File: src/rtl/sum_latch_ctrl.sv
// Operand-capture and UART-handoff sequencer: loads A then B from a shared
// nibble bus, strobes the matching latch, registers A+B and hands it to the TX.
module sum_latch_ctrl #(
    parameter int DATA_W  = 4,
    parameter int TIMEOUT = 255
) (
    input  logic              clk,
    input  logic              reset,
    input  logic              start,
    input  logic              data_valid,
    input  logic [DATA_W-1:0] data_in,
    input  logic              tx_busy,
    output logic [DATA_W-1:0] latch_data,
    output logic              save_a,
    output logic              save_b,
    output logic [DATA_W:0]   sum_out,
    output logic              tx_start,
    output logic [7:0]        tx_data,
    output logic              busy,
    output logic              done,
    output logic              err,
    output logic [2:0]        dbg_state
);

    typedef enum logic [2:0] {
        IDLE    = 3'd0,
        LOAD_A  = 3'd1,
        LOAD_B  = 3'd2,
        SUM     = 3'd3,
        TX_REQ  = 3'd4,
        TX_WAIT = 3'd5
    } state_t;

    localparam logic [15:0] TIMER_LAST = 16'(TIMEOUT - 1);

    state_t              state_q, state_d;
    logic [15:0]         timer_q, timer_d;
    logic [DATA_W-1:0]   op_a_q, op_a_d;
    logic [DATA_W-1:0]   op_b_q, op_b_d;
    logic [DATA_W-1:0]   latch_data_q, latch_data_d;
    logic                save_a_q, save_a_d;
    logic                save_b_q, save_b_d;
    logic [DATA_W:0]     sum_q, sum_d;
    logic                tx_start_q, tx_start_d;
    logic [7:0]          tx_data_q, tx_data_d;
    logic                busy_q, busy_d;
    logic                done_q, done_d;
    logic                err_q, err_d;

    always_ff @(posedge clk or posedge reset) begin
        if (reset) begin
            state_q      <= IDLE;
            timer_q      <= '0;
            op_a_q       <= '0;
            op_b_q       <= '0;
            latch_data_q <= '0;
            save_a_q     <= 1'b0;
            save_b_q     <= 1'b0;
            sum_q        <= '0;
            tx_start_q   <= 1'b0;
            tx_data_q    <= '0;
            busy_q       <= 1'b0;
            done_q       <= 1'b0;
            err_q        <= 1'b0;
        end else begin
            state_q      <= state_d;
            timer_q      <= timer_d;
            op_a_q       <= op_a_d;
            op_b_q       <= op_b_d;
            latch_data_q <= latch_data_d;
            save_a_q     <= save_a_d;
            save_b_q     <= save_b_d;
            sum_q        <= sum_d;
            tx_start_q   <= tx_start_d;
            tx_data_q    <= tx_data_d;
            busy_q       <= busy_d;
            done_q       <= done_d;
            err_q        <= err_d;
        end
    end

    // TX handshake: tx_start is a request held while in TX_REQ; the first
    // sampled tx_busy=1 is the acknowledge, and tx_busy=0 afterwards means
    // the frame has gone out.
    always_comb begin
        state_d      = state_q;
        timer_d      = timer_q;
        op_a_d       = op_a_q;
        op_b_d       = op_b_q;
        latch_data_d = latch_data_q;
        save_a_d     = 1'b0;
        save_b_d     = 1'b0;
        sum_d        = sum_q;
        tx_start_d   = 1'b0;
        tx_data_d    = tx_data_q;
        done_d       = 1'b0;
        err_d        = err_q;

        case (state_q)
            IDLE: begin
                if (start) begin
                    state_d = LOAD_A;
                    err_d   = 1'b0;
                    timer_d = '0;
                end
            end
            LOAD_A: begin
                if (data_valid) begin
                    op_a_d       = data_in;
                    latch_data_d = data_in;
                    save_a_d     = 1'b1;
                    timer_d      = '0;
                    state_d      = LOAD_B;
                end else if (timer_q == TIMER_LAST) begin
                    err_d   = 1'b1;
                    state_d = IDLE;
                end else begin
                    timer_d = timer_q + 16'd1;
                end
            end
            LOAD_B: begin
                if (data_valid) begin
                    op_b_d       = data_in;
                    latch_data_d = data_in;
                    save_b_d     = 1'b1;
                    timer_d      = '0;
                    state_d      = SUM;
                end else if (timer_q == TIMER_LAST) begin
                    err_d   = 1'b1;
                    state_d = IDLE;
                end else begin
                    timer_d = timer_q + 16'd1;
                end
            end
            SUM: begin
                sum_d      = {1'b0, op_a_q} + {1'b0, op_b_q};
                tx_data_d  = 8'(sum_d);
                timer_d    = '0;
                tx_start_d = 1'b1;
                state_d    = TX_REQ;
            end
            TX_REQ: begin
                if (tx_busy) begin
                    state_d = TX_WAIT;
                end else if (timer_q == TIMER_LAST) begin
                    err_d   = 1'b1;
                    state_d = IDLE;
                end else begin
                    timer_d    = timer_q + 16'd1;
                    tx_start_d = 1'b1;
                end
            end
            TX_WAIT: begin
                if (!tx_busy) begin
                    done_d  = 1'b1;
                    state_d = IDLE;
                end
            end
            default: state_d = IDLE;
        endcase

        busy_d = (state_d != IDLE);
    end

    assign latch_data = latch_data_q;
    assign save_a     = save_a_q;
    assign save_b     = save_b_q;
    assign sum_out    = sum_q;
    assign tx_start   = tx_start_q;
    assign tx_data    = tx_data_q;
    assign busy       = busy_q;
    assign done       = done_q;
    assign err        = err_q;
    assign dbg_state  = state_q;

endmodule
File: config.mk
export PLATFORM = sky130hd
export DESIGN_NAME = sum_latch_ctrl
export DESIGN_NICKNAME = d
export VERILOG_FILES = /design/src/rtl/sum_latch_ctrl.sv
export SDC_FILE = /design/constraint.sdc
export NUM_CORES = 1
export LEC_CHECK = 0
export CAP_MARGIN = 20
export CORE_MARGIN = 2
export CORE_UTILIZATION = 35
export CTS_BUF_LIST = sky130_fd_sc_hd__clkbuf_4
export DETAILED_ROUTE_END_ITERATION = 16
export SLEW_MARGIN = 20
export SYNTH_ARGS = -nofsm -noshare
export SYNTH_HDL_FRONTEND = slang
export SYNTH_SLANG_ARGS = --single-unit
File: constraint.sdc
create_clock -name clk -period 4.51 [get_ports clk]
set_input_delay 0.902 -clock clk [delete_from_list [all_inputs] [get_ports clk]]
set_output_delay 0.902 -clock clk [all_outputs]
set_load 0.005 [all_outputs]
**After elaboration in Yosys (flattened, before gate mapping)**

Cells that the tools add are included.

- Muxes and demuxes: 25
- Equal/unequal tests: 9
- $add $sub $neg: 2
- Reductions and logical operators: 10

Operators by type and width:

| kind | number |
|---|---|
| 16-bit two-way mux | 4 |
| 16-bit one-hot mux with 4 select lines | 1 |
| 3-bit two-way mux | 6 |
| 3-bit one-hot mux with 6 select lines | 1 |
| 16-bit by 1-bit adder with 16-bit output (second input constant) | 1 |
| 16-bit by 8-bit equality test with 1-bit output (second input constant) | 1 |
| 1-bit two-way mux | 11 |
| 3-bit by 2-bit equality test with 1-bit output (second input constant) | 2 |
| 3-bit equality test (second input constant) | 2 |
| 2-bit != test (second input constant) | 3 |
| 2-bit AND reduction | 3 |
| 3-bit nonzero test | 2 |
| 4-bit by 4-bit adder with 5-bit output | 1 |
| 4-bit AND reduction | 1 |
| 4-bit nonzero test | 1 |
| 3-bit by 1-bit equality test with 1-bit output (second input constant) | 1 |
| 3-bit logical NOT | 1 |
| 1-bit one-hot mux with 3 select lines | 1 |
| 3-bit AND reduction | 1 |
| 1-bit one-hot mux with 2 select lines | 1 |
| 2-bit OR reduction | 1 |

- Register bits: 42
- Bits of input ports: 9
- Word-level logic and storage cells: 58
- Output and inout bits: 26

**Logic depth before layout (Yosys ltp)**

Gate-level depths: netlist of run 1.

- Word-level depth: 5
- Depth in mapped cells: 7
- Mapped depth without buffers: 7

**Worst setup path after synthesis of run 1**

Ideal clock, no wire load.

- Kind: input-to-reg
- Start point: input data_valid
- End point: register op_a_q[0]
- Data required time: 4.385 ns
- Stages on the path: 3
- Path buffers: 1
- Setup slack: 2.400 ns
- Data arrival time: 1.985 ns
- Setup time: 0.125 ns
- Path through: clkbuf_1 -> nor4b_2 -> mux2_2

- Longest elaborated chain between the ends: 1

RTL lines:

| element | RTL line | text |
|---|---|---|
| start, declared | 10 | `input logic data_valid,` |
| 2-bit AND reduction (no line) | n/a |  |
| end signal, assigned | 68 | `op_a_q <= op_a_d;` |
| end, declared | 38 | `logic [DATA_W-1:0] op_a_q, op_a_d;` |

Every way passes these cells.
A chain may end at the register's enable or synchronous reset.

**Worst setup path after layout of run 1**

- Start point: register state_q[1], in the netlist dbg_state[1]
- End point: output dbg_state[1]

RTL lines:

| element | RTL line | text |
|---|---|---|
| start, declared | 36 | `state_t state_q, state_d;` |
| start signal, assigned | 66 | `state_q <= state_d;` |
| end, declared | 22 | `output logic [2:0] dbg_state` |

No word-level cell between the ends.

==> flow_results.xml, run 1 <==
<?xml version="1.0" encoding="UTF-8"?>
<metrics>
  <group name="run_status">
    <metric name="outcome" unit="">completed</metric>
  </group>
  <group name="cells_and_area">
    <metric name="num-fill-cells" unit="">635</metric>
    <metric name="finalNetCount" unit="">269</metric>
    <metric name="final_layout_size_suffix_gt1_frac" unit="">0.1142</metric>
    <metric name="num_antenna_cells" unit="">0</metric>
    <metric name="finish.cell_count_without_fillers" unit="">331</metric>
    <metric name="area_growth_syn_to_layout" unit="%">17.29</metric>
  </group>
  <group name="logic_synthesis">
    <metric name="number_of_enable_flip_flop_cells_after_synthesis" unit="">0</metric>
    <metric name="synth.yosys.seq_area_share" unit="">0.4454</metric>
    <metric name="netlist-cell-type-count" unit="">57</metric>
    <metric name="synthesis.yosys.warnings" unit="">0</metric>
    <metric name="top_ff_cell_synth" unit="">sky130_fd_sc_hd__dfrtp_1</metric>
    <metric name="synth_area" unit="um^2">2360</metric>
    <metric name="per_instance_average_area_after_synthesis" unit="um^2">10.17</metric>
    <metric name="ys_seq_elements" unit="">42</metric>
    <metric name="async_flop_share" unit="">1.000</metric>
    <metric name="synth_cells" unit="">232</metric>
  </group>
  <group name="cts">
    <metric name="cts-root-to-sink-buffers" unit="">2</metric>
    <metric name="worst_setup_hold_path_clk_slew" unit="ns">0.13</metric>
    <metric name="post_cts.resized_instances" unit="">0</metric>
    <metric name="ctsHtreeMaxLevel" unit="">2</metric>
    <metric name="cts.repair_timing.setup_buffer_count" unit="">0</metric>
    <metric name="clock-sinks" unit="">42</metric>
    <metric name="insertion_delay" unit="ns">0.36</metric>
    <metric name="hold_buffers" unit="">0</metric>
    <metric name="cts_buffer_count" unit="">5</metric>
    <metric name="tritoncts" unit="">done</metric>
    <metric name="cts_root_buf" unit="">sky130_fd_sc_hd__clkbuf_4</metric>
  </group>
  <group name="timing">
    <metric name="final_hold_viol_count" unit="">0</metric>
    <metric name="worst_slew_pin_slew" unit="ns">0.7637</metric>
    <metric name="slew_headroom" unit="">0.4895</metric>
    <metric name="min_period_over_period" unit="">0.5730</metric>
    <metric name="final_max_slew_viol_count" unit="">0</metric>
    <metric name="setup_slack" unit="ns">1.926</metric>
    <metric name="final.setup.tns" unit="ns">0</metric>
    <metric name="max_freq" unit="GHz">0.3869</metric>
    <metric name="clock-skew-final" unit="ns">0.01947</metric>
    <metric name="rsz0062_at_grt" unit="">no</metric>
    <metric name="setup_viol" unit="">0</metric>
    <metric name="post-route-min-period" unit="ns">2.584</metric>
    <metric name="hold_ws" unit="ns">0.5206</metric>
  </group>
  <group name="route">
    <metric name="antenna_violating_nets_post_route" unit="">0</metric>
    <metric name="detail_route.iter0.violations" unit="">159</metric>
    <metric name="first_pass_iters" unit="">4</metric>
    <metric name="met2_length" unit="mm">2.394</metric>
    <metric name="routed-via-count" unit="">1874</metric>
    <metric name="detail_route.drc_violations" unit="">0</metric>
    <metric name="wirelength" unit="mm">5.190</metric>
    <metric name="post_drt_wl_per_cell" unit="um">15.68</metric>
    <metric name="met3_length" unit="um">245</metric>
    <metric name="length_of_routed_wiring_on_met1" unit="mm">2.472</metric>
    <metric name="viasPerCell" unit="">5.662</metric>
    <metric name="route.top_layer_used" unit="">met4</metric>
  </group>
  <group name="global_route">
    <metric name="grt_pass1_wl" unit="mm">8.776</metric>
    <metric name="largest_net_degree_at_the_start_of_global_routing" unit="">43</metric>
    <metric name="antenna_found_initial" unit="">0</metric>
    <metric name="global_route.usage.total" unit="">0.1490</metric>
    <metric name="grt_pass1_vias" unit="">1841</metric>
    <metric name="grt_overflow" unit="">0</metric>
  </group>
  <group name="floorplanning">
    <metric name="design.portCount" unit="">35</metric>
    <metric name="fp.dieArea" unit="um^2">7415</metric>
    <metric name="floorplan.die.width" unit="um">86.11</metric>
    <metric name="core_area" unit="um^2">6422</metric>
    <metric name="die_height" unit="um">86.11</metric>
    <metric name="rows" unit="">29</metric>
    <metric name="initial_utilization" unit="">0.3674</metric>
  </group>
  <group name="power">
    <metric name="clock_power_share" unit="">0.182</metric>
    <metric name="net-switching-power" unit="W">0.0006107</metric>
    <metric name="combinationalPowerShare" unit="">0.451</metric>
    <metric name="power_per_cell_area" unit="nW/um^2">595.2</metric>
    <metric name="leakagePower" unit="nW">1.130</metric>
    <metric name="cellInternalPower" unit="W">0.001037</metric>
    <metric name="ir_drop" unit="mV">0.2370</metric>
    <metric name="switching_share" unit="">0.3707</metric>
    <metric name="power.sequential.fraction" unit="">0.367</metric>
  </group>
  <group name="setup_path">
    <metric name="highest_delay_cell_along_the_critical_path" unit="">sky130_fd_sc_hd__dfrtp_1</metric>
    <metric name="cp_slowest_stage_delay" unit="ns">0.72</metric>
    <metric name="timing.critical_path.max_delay_family" unit="">flip-flops</metric>
    <metric name="worst_setup_path_start_kind" unit="">flop</metric>
    <metric name="critPathMaxFanout" unit="">19</metric>
    <metric name="crit_path_cell_trace" unit="">clkdlybuf4s50_1</metric>
    <metric name="worst-endpoint-required" unit="ns">3.61</metric>
    <metric name="setup.worst_path.end_class" unit="">primary output</metric>
    <metric name="worst_path_class_setup" unit="">flop to primary output</metric>
    <metric name="critical_path.n_buffers_inverters" unit="">1</metric>
    <metric name="worst_ep_arrival_time" unit="ns">1.68</metric>
  </group>
  <group name="placed_design">
    <metric name="place.detailed.instances" unit="">323</metric>
    <metric name="portBuffers" unit="">31</metric>
    <metric name="pre_cts_slack" unit="ns">1.666</metric>
    <metric name="gp_congestion" unit="">0.8017</metric>
    <metric name="post-dp-hpwl" unit="mm">3.635</metric>
  </group>
  <group name="flow_run">
    <metric name="max_cap_viol_count" unit="">0</metric>
  </group>
  <group name="hold_path">
    <metric name="hold_path_class" unit="">flop to flop</metric>
  </group>
</metrics>
[power groups by stage]
stage	registers [W]	clock network, W	logic (W)
2_1_floorplan	0.000560	0	0.000544
3_3_place_gp	0.000609	0	0.000737
3_5_place_dp	0.000611	0	0.000745
4_1_cts	0.000603	0.000308	0.000748
5_1_grt	0.000621	0.000326	0.000835
6_report	0.000605	0.000300	0.000742
[cell families (layout without fill, tap and decap cells)]
group / count (synthesis) / in the layout / synth area share
flip-flops: 42 / 42 / 0.4454
XOR/XNOR: 3 / 3 / 0.01114
other: 1 / 3 / 0.001589
buffers and inverters: 31 / 51 / 0.06627
AND/OR/NAND/NOR: 81 / 81 / 0.2169
multiplexers: 16 / 16 / 0.07423
AO/OA/AOI/OAI: 51 / 51 / 0.1442
adder cells (fa/ha/maj): 7 / 7 / 0.04030
[registers in the layout, indices dropped and copies added, names as in the netlist, 3 cells and up]
signal      cells
dbg_state       3
latch_data      4
op_a_q          4
op_b_q          4
timer_q        16
tx_data         5
[routing by layer]
| layer | GRT usage | vias to the layer above |
|---|---|---|
| met3 | 0.03561 | 9 |
| met5 | 0 | - |
| met1 | 0.2043 | 916 |
| met4 | 0.06205 | 0 |
| li1 | - | 884 |
| met2 | 0.2248 | 65 |
[tightest hold or removal path, stage by stage (launching register included)]
cell                      delay, ns
sky130_fd_sc_hd__dfrtp_1       0.39
sky130_fd_sc_hd__nand2_1       0.05
sky130_fd_sc_hd__o21ai_0       0.06
[through the flow]
stage / cell area, um^2 / utilization / power, W
after floorplan: 2367 / - / 0.001103
after global placement: 2666 / 0.4152 / 0.001346
after detailed placement: 2666 / 0.4152 / 0.001357
after CTS: 2768 / 0.4309 / 0.001659
after global routing: 2768 / 0.4309 / 0.001782
final: 2768 / 0.4309 / 0.001647
[cells in the mapped netlist, drive strengths merged (3+ instances only)]
cell,number,share of area
a21o,3,0.0095
nand4,7,0.019
nand3b,3,0.0095
nor2b,3,0.0080
nor4,6,0.022
nand2,18,0.029
o31ai,6,0.027
nand3,10,0.021
clkbuf,5,0.0080
buf,15,0.041
nor3,3,0.0085
nand2b,7,0.019
ha,6,0.032
and4,3,0.011
and2,3,0.0080
o21ai,14,0.030
dfrtp,42,0.45
inv,11,0.017
a21oi,13,0.028
or4,3,0.011
mux2,12,0.057
mux2i,4,0.017
[placed cells by master (no fill, tap or decap), drive strengths merged, types with 3 or more instances in the layout]
cell	Yosys	final
nand3b	3	3
inv	11	11
nand2	18	18
a21oi	13	13
and4	3	3
clkbuf	5	5
nand4	7	7
ha	6	6
nor2b	3	3
o21ai	14	14
nor3	3	3
a21o	3	3
and2	3	3
mux2	12	12
nand3	10	10
o31ai	6	6
nor4	6	6
or4	3	3
clkdlybuf4s50	0	31
dfrtp	42	42
nand2b	7	7
mux2i	4	4
conb	1	3
[final cells by class]
class,instances,area (um^2),share of cell area
repair buffers,32,317.8,0.1148
multi-input cells,161,1160,0.4191
clock buffers,5,37.54,0.01356
clock inverters,3,63.81,0.02306
flip-flops and latches,42,1051,0.3797
well taps,77,96.34,0.03481
inverters,11,41.29,0.01492
[final timing paths]
kind	startpoint	to	slack (ns)	depth (start not counted)
max	dbg_state[1]	dbg_state[1]	1.93	1
min	tx_data[2]	tx_data[2]	0.52	2
max reg2reg	dbg_state[1]	timer_q[8]	2.40	4
min reg2reg	tx_data[2]	tx_data[2]	0.52	2
max in group asynchronous	reset	err	3.17	3
min in group asynchronous	reset	busy	0.96	3
No activity file was read; power rests on OpenSTA's default activity.
==> run 2, diff against run 1 <==
==> constraint.sdc (replaced) <==
create_clock -name clk -period 2.5 [get_ports clk]
set_input_delay 0.5 -clock clk [delete_from_list [all_inputs] [get_ports clk]]
set_output_delay 0.5 -clock clk [all_outputs]
set_load 0.005 [all_outputs]
==> flow_results.xml, run 2 (synthesis gave the netlist of run 1 again) <==
<?xml version="1.0" encoding="UTF-8"?>
<metrics>
  <group name="run_status">
    <metric name="outcome" unit="">completed</metric>
  </group>
  <group name="cts">
    <metric name="cts_buffer_count" unit="">5</metric>
    <metric name="clock-sinks" unit="">42</metric>
    <metric name="hold_buffers" unit="">0</metric>
    <metric name="post_cts.resized_instances" unit="">0</metric>
    <metric name="worst_setup_hold_path_clk_slew" unit="ns">0.14</metric>
    <metric name="cts.repair_timing.setup_buffer_count" unit="">0</metric>
    <metric name="tritoncts" unit="">done</metric>
    <metric name="cts-root-to-sink-buffers" unit="">2</metric>
    <metric name="cts_root_buf" unit="">sky130_fd_sc_hd__clkbuf_4</metric>
    <metric name="ctsHtreeMaxLevel" unit="">2</metric>
    <metric name="insertion_delay" unit="ns">0.36</metric>
  </group>
  <group name="power">
    <metric name="leakagePower" unit="nW">1.150</metric>
    <metric name="net-switching-power" unit="W">0.001120</metric>
    <metric name="power_per_cell_area" unit="nW/um^2">1054</metric>
    <metric name="combinationalPowerShare" unit="">0.493</metric>
    <metric name="power.sequential.fraction" unit="">0.354</metric>
    <metric name="clock_power_share" unit="">0.153</metric>
    <metric name="switching_share" unit="">0.3790</metric>
    <metric name="cellInternalPower" unit="W">0.001835</metric>
    <metric name="ir_drop" unit="mV">0.5366</metric>
  </group>
  <group name="route">
    <metric name="post_drt_wl_per_cell" unit="um">15.30</metric>
    <metric name="viasPerCell" unit="">5.527</metric>
    <metric name="detail_route.drc_violations" unit="">0</metric>
    <metric name="wirelength" unit="mm">5.170</metric>
    <metric name="first_pass_iters" unit="">4</metric>
    <metric name="detail_route.iter0.violations" unit="">148</metric>
    <metric name="antenna_violating_nets_post_route" unit="">0</metric>
    <metric name="routed-via-count" unit="">1868</metric>
  </group>
  <group name="global_route">
    <metric name="global_route.usage.total" unit="">0.1457</metric>
    <metric name="grt_overflow" unit="">0</metric>
    <metric name="grt_pass1_vias" unit="">1749</metric>
    <metric name="largest_net_degree_at_the_start_of_global_routing" unit="">43</metric>
    <metric name="antenna_found_initial" unit="">0</metric>
    <metric name="grt_pass1_wl" unit="mm">8.556</metric>
  </group>
  <group name="setup_path">
    <metric name="critical_path.n_buffers_inverters" unit="">1</metric>
    <metric name="cp_slowest_stage_delay" unit="ns">0.64</metric>
    <metric name="worst_setup_path_start_kind" unit="">flop</metric>
    <metric name="ff2ff_path_depth" unit="">4</metric>
    <metric name="worst_path_class_setup" unit="">flop to primary output</metric>
    <metric name="reg2reg_slack" unit="ns">0.48</metric>
    <metric name="setup.worst_path.end_class" unit="">primary output</metric>
    <metric name="worst_r2r_endpoint" unit="">timer_q[7]</metric>
    <metric name="timing.critical_path.max_delay_family" unit="">flip-flops</metric>
    <metric name="crit-reg2reg-launch" unit="">dbg_state[0]</metric>
    <metric name="crit_path_cell_trace" unit="">clkdlybuf4s50_1</metric>
    <metric name="worst_ep_arrival_time" unit="ns">1.60</metric>
    <metric name="critPathMaxFanout" unit="">14</metric>
    <metric name="highest_delay_cell_along_the_critical_path" unit="">sky130_fd_sc_hd__dfrtp_1</metric>
    <metric name="worst-endpoint-required" unit="ns">2.00</metric>
  </group>
  <group name="floorplanning">
    <metric name="fp.dieArea" unit="um^2">7415</metric>
    <metric name="design.portCount" unit="">35</metric>
    <metric name="core_area" unit="um^2">6422</metric>
    <metric name="rows" unit="">29</metric>
    <metric name="initial_utilization" unit="">0.3674</metric>
    <metric name="floorplan.die.width" unit="um">86.11</metric>
    <metric name="die_height" unit="um">86.11</metric>
  </group>
  <group name="timing">
    <metric name="clock-skew-final" unit="ns">0.01496</metric>
    <metric name="final_max_slew_viol_count" unit="">0</metric>
    <metric name="max_freq" unit="GHz">0.4770</metric>
    <metric name="final_hold_viol_count" unit="">0</metric>
    <metric name="min_period_over_period" unit="">0.8385</metric>
    <metric name="slew_headroom" unit="">0.6377</metric>
    <metric name="final.setup.tns" unit="ns">0</metric>
    <metric name="rsz0062_at_grt" unit="">no</metric>
    <metric name="post-route-min-period" unit="ns">2.096</metric>
    <metric name="hold_ws" unit="ns">0.5234</metric>
    <metric name="setup_viol" unit="">0</metric>
    <metric name="worst_slew_pin_slew" unit="ns">0.5434</metric>
  </group>
  <group name="hold_path">
    <metric name="hold_path_class" unit="">flop to flop</metric>
    <metric name="hold-path-cell-count" unit="">1</metric>
    <metric name="worst_min_delay_path_startpoint" unit="">latch_data[0]</metric>
    <metric name="holdPathEnd" unit="">latch_data[0]</metric>
  </group>
  <group name="cells_and_area">
    <metric name="area_growth_syn_to_layout" unit="%">18.72</metric>
    <metric name="mostFrequentLayoutCell" unit="">sky130_fd_sc_hd__dfrtp_1</metric>
    <metric name="finish.cell_count_without_fillers" unit="">338</metric>
    <metric name="finalNetCount" unit="">276</metric>
    <metric name="final_layout_size_suffix_gt1_frac" unit="">0.1418</metric>
    <metric name="largest_register_ff_count" unit="">16</metric>
    <metric name="num-fill-cells" unit="">608</metric>
    <metric name="num_antenna_cells" unit="">0</metric>
    <metric name="layout_common_cells" unit="">sky130_fd_sc_hd__dfrtp_1, sky130_fd_sc_hd__clkdlybuf4s50_1, sky130_fd_sc_hd__nand2_1, sky130_fd_sc_hd__o21ai_0, sky130_fd_sc_hd__a21oi_1</metric>
    <metric name="registers.top_by_ff_count" unit="">timer_q</metric>
  </group>
  <group name="placed_design">
    <metric name="post-dp-hpwl" unit="mm">3.707</metric>
    <metric name="portBuffers" unit="">31</metric>
    <metric name="place.detailed.instances" unit="">330</metric>
    <metric name="gp_congestion" unit="">0.8451</metric>
  </group>
  <group name="flow_run">
    <metric name="max_cap_viol_count" unit="">0</metric>
  </group>
</metrics>
==> run 2: changes by cell type in the layout (fill, tap and decap cells not counted) <==
cell	change
sky130_fd_sc_hd__clkinvlp_4	+2
sky130_fd_sc_hd__clkinv_1	-1
sky130_fd_sc_hd__bufinv_16	-1
sky130_fd_sc_hd__buf_4	+7
==> run 2: per-layer routing <==
metal | track usage | wire length (um) | up-vias
met3 | 0.02599 | 213 | 5
met4 | 0.05339 | 58 | 0
met5 | 0 | 0 | -
met2 | 0.2283 | 2348 | 49
li1 | - | - | 900
met1 | 0.2010 | 2549 | 914
==> run 2: cell type report <==
cell class	instances	area (um^2)	share of cell area
Multi-Input combinational cell	161	1160	0.4140
Sequential cell	42	1051	0.3752
Timing Repair Buffer	39	370.4	0.1322
Tap cell	77	96.34	0.03439
Clock inverter	3	45.04	0.01608
Inverter	11	41.29	0.01474
Clock buffer	5	37.54	0.01340
==> run 2: worst max-delay path by stage <==
| stage | from | end | slack [ns] | depth (start not counted) |
|---|---|---|---|---|
| 5_1_grt | dbg_state[2] | dbg_state[2] | 0.32 | 2 |
| 3_3_place_gp | tx_busy | timer_q[7] | 0.23 | 5 |
| 4_1_cts | dbg_state[2] | dbg_state[2] | 0.40 | 2 |
| 2_1_floorplan | dbg_state[1] | timer_q[4] | 0.74 | 6 |
| 6_report | dbg_state[0] | dbg_state[0] | 0.40 | 1 |
| 3_5_place_dp | tx_busy | timer_q[12] | 0.20 | 5 |
==> run 2: power groups by stage <==
stage	sequential, W	clock, W	combinational, W
floorplan	0.00101	0	0.000981
global placement	0.00106	0	0.00145
detailed placement	0.00106	0	0.00147
CTS	0.00105	0.000462	0.00147
global route	0.00108	0.000491	0.00163
finish	0.00105	0.000452	0.00146
==> run 2: metrics by stage <==
| step | util | power [W] | worst slack (ns) | cell area (um^2) |
|---|---|---|---|---|
| after global routing | 0.4362 | 0.003203 | 0.3245 | 2801 |
| after global placement | 0.4233 | 0.002509 | 0.2332 | 2719 |
| after detailed placement | 0.4233 | 0.002529 | 0.1969 | 2719 |
| after CTS | 0.4362 | 0.002981 | 0.4003 | 2801 |
| final | 0.4362 | 0.002954 | 0.4036 | 2801 |
| after floorplan | - | 0.001990 | 0.7428 | 2367 |
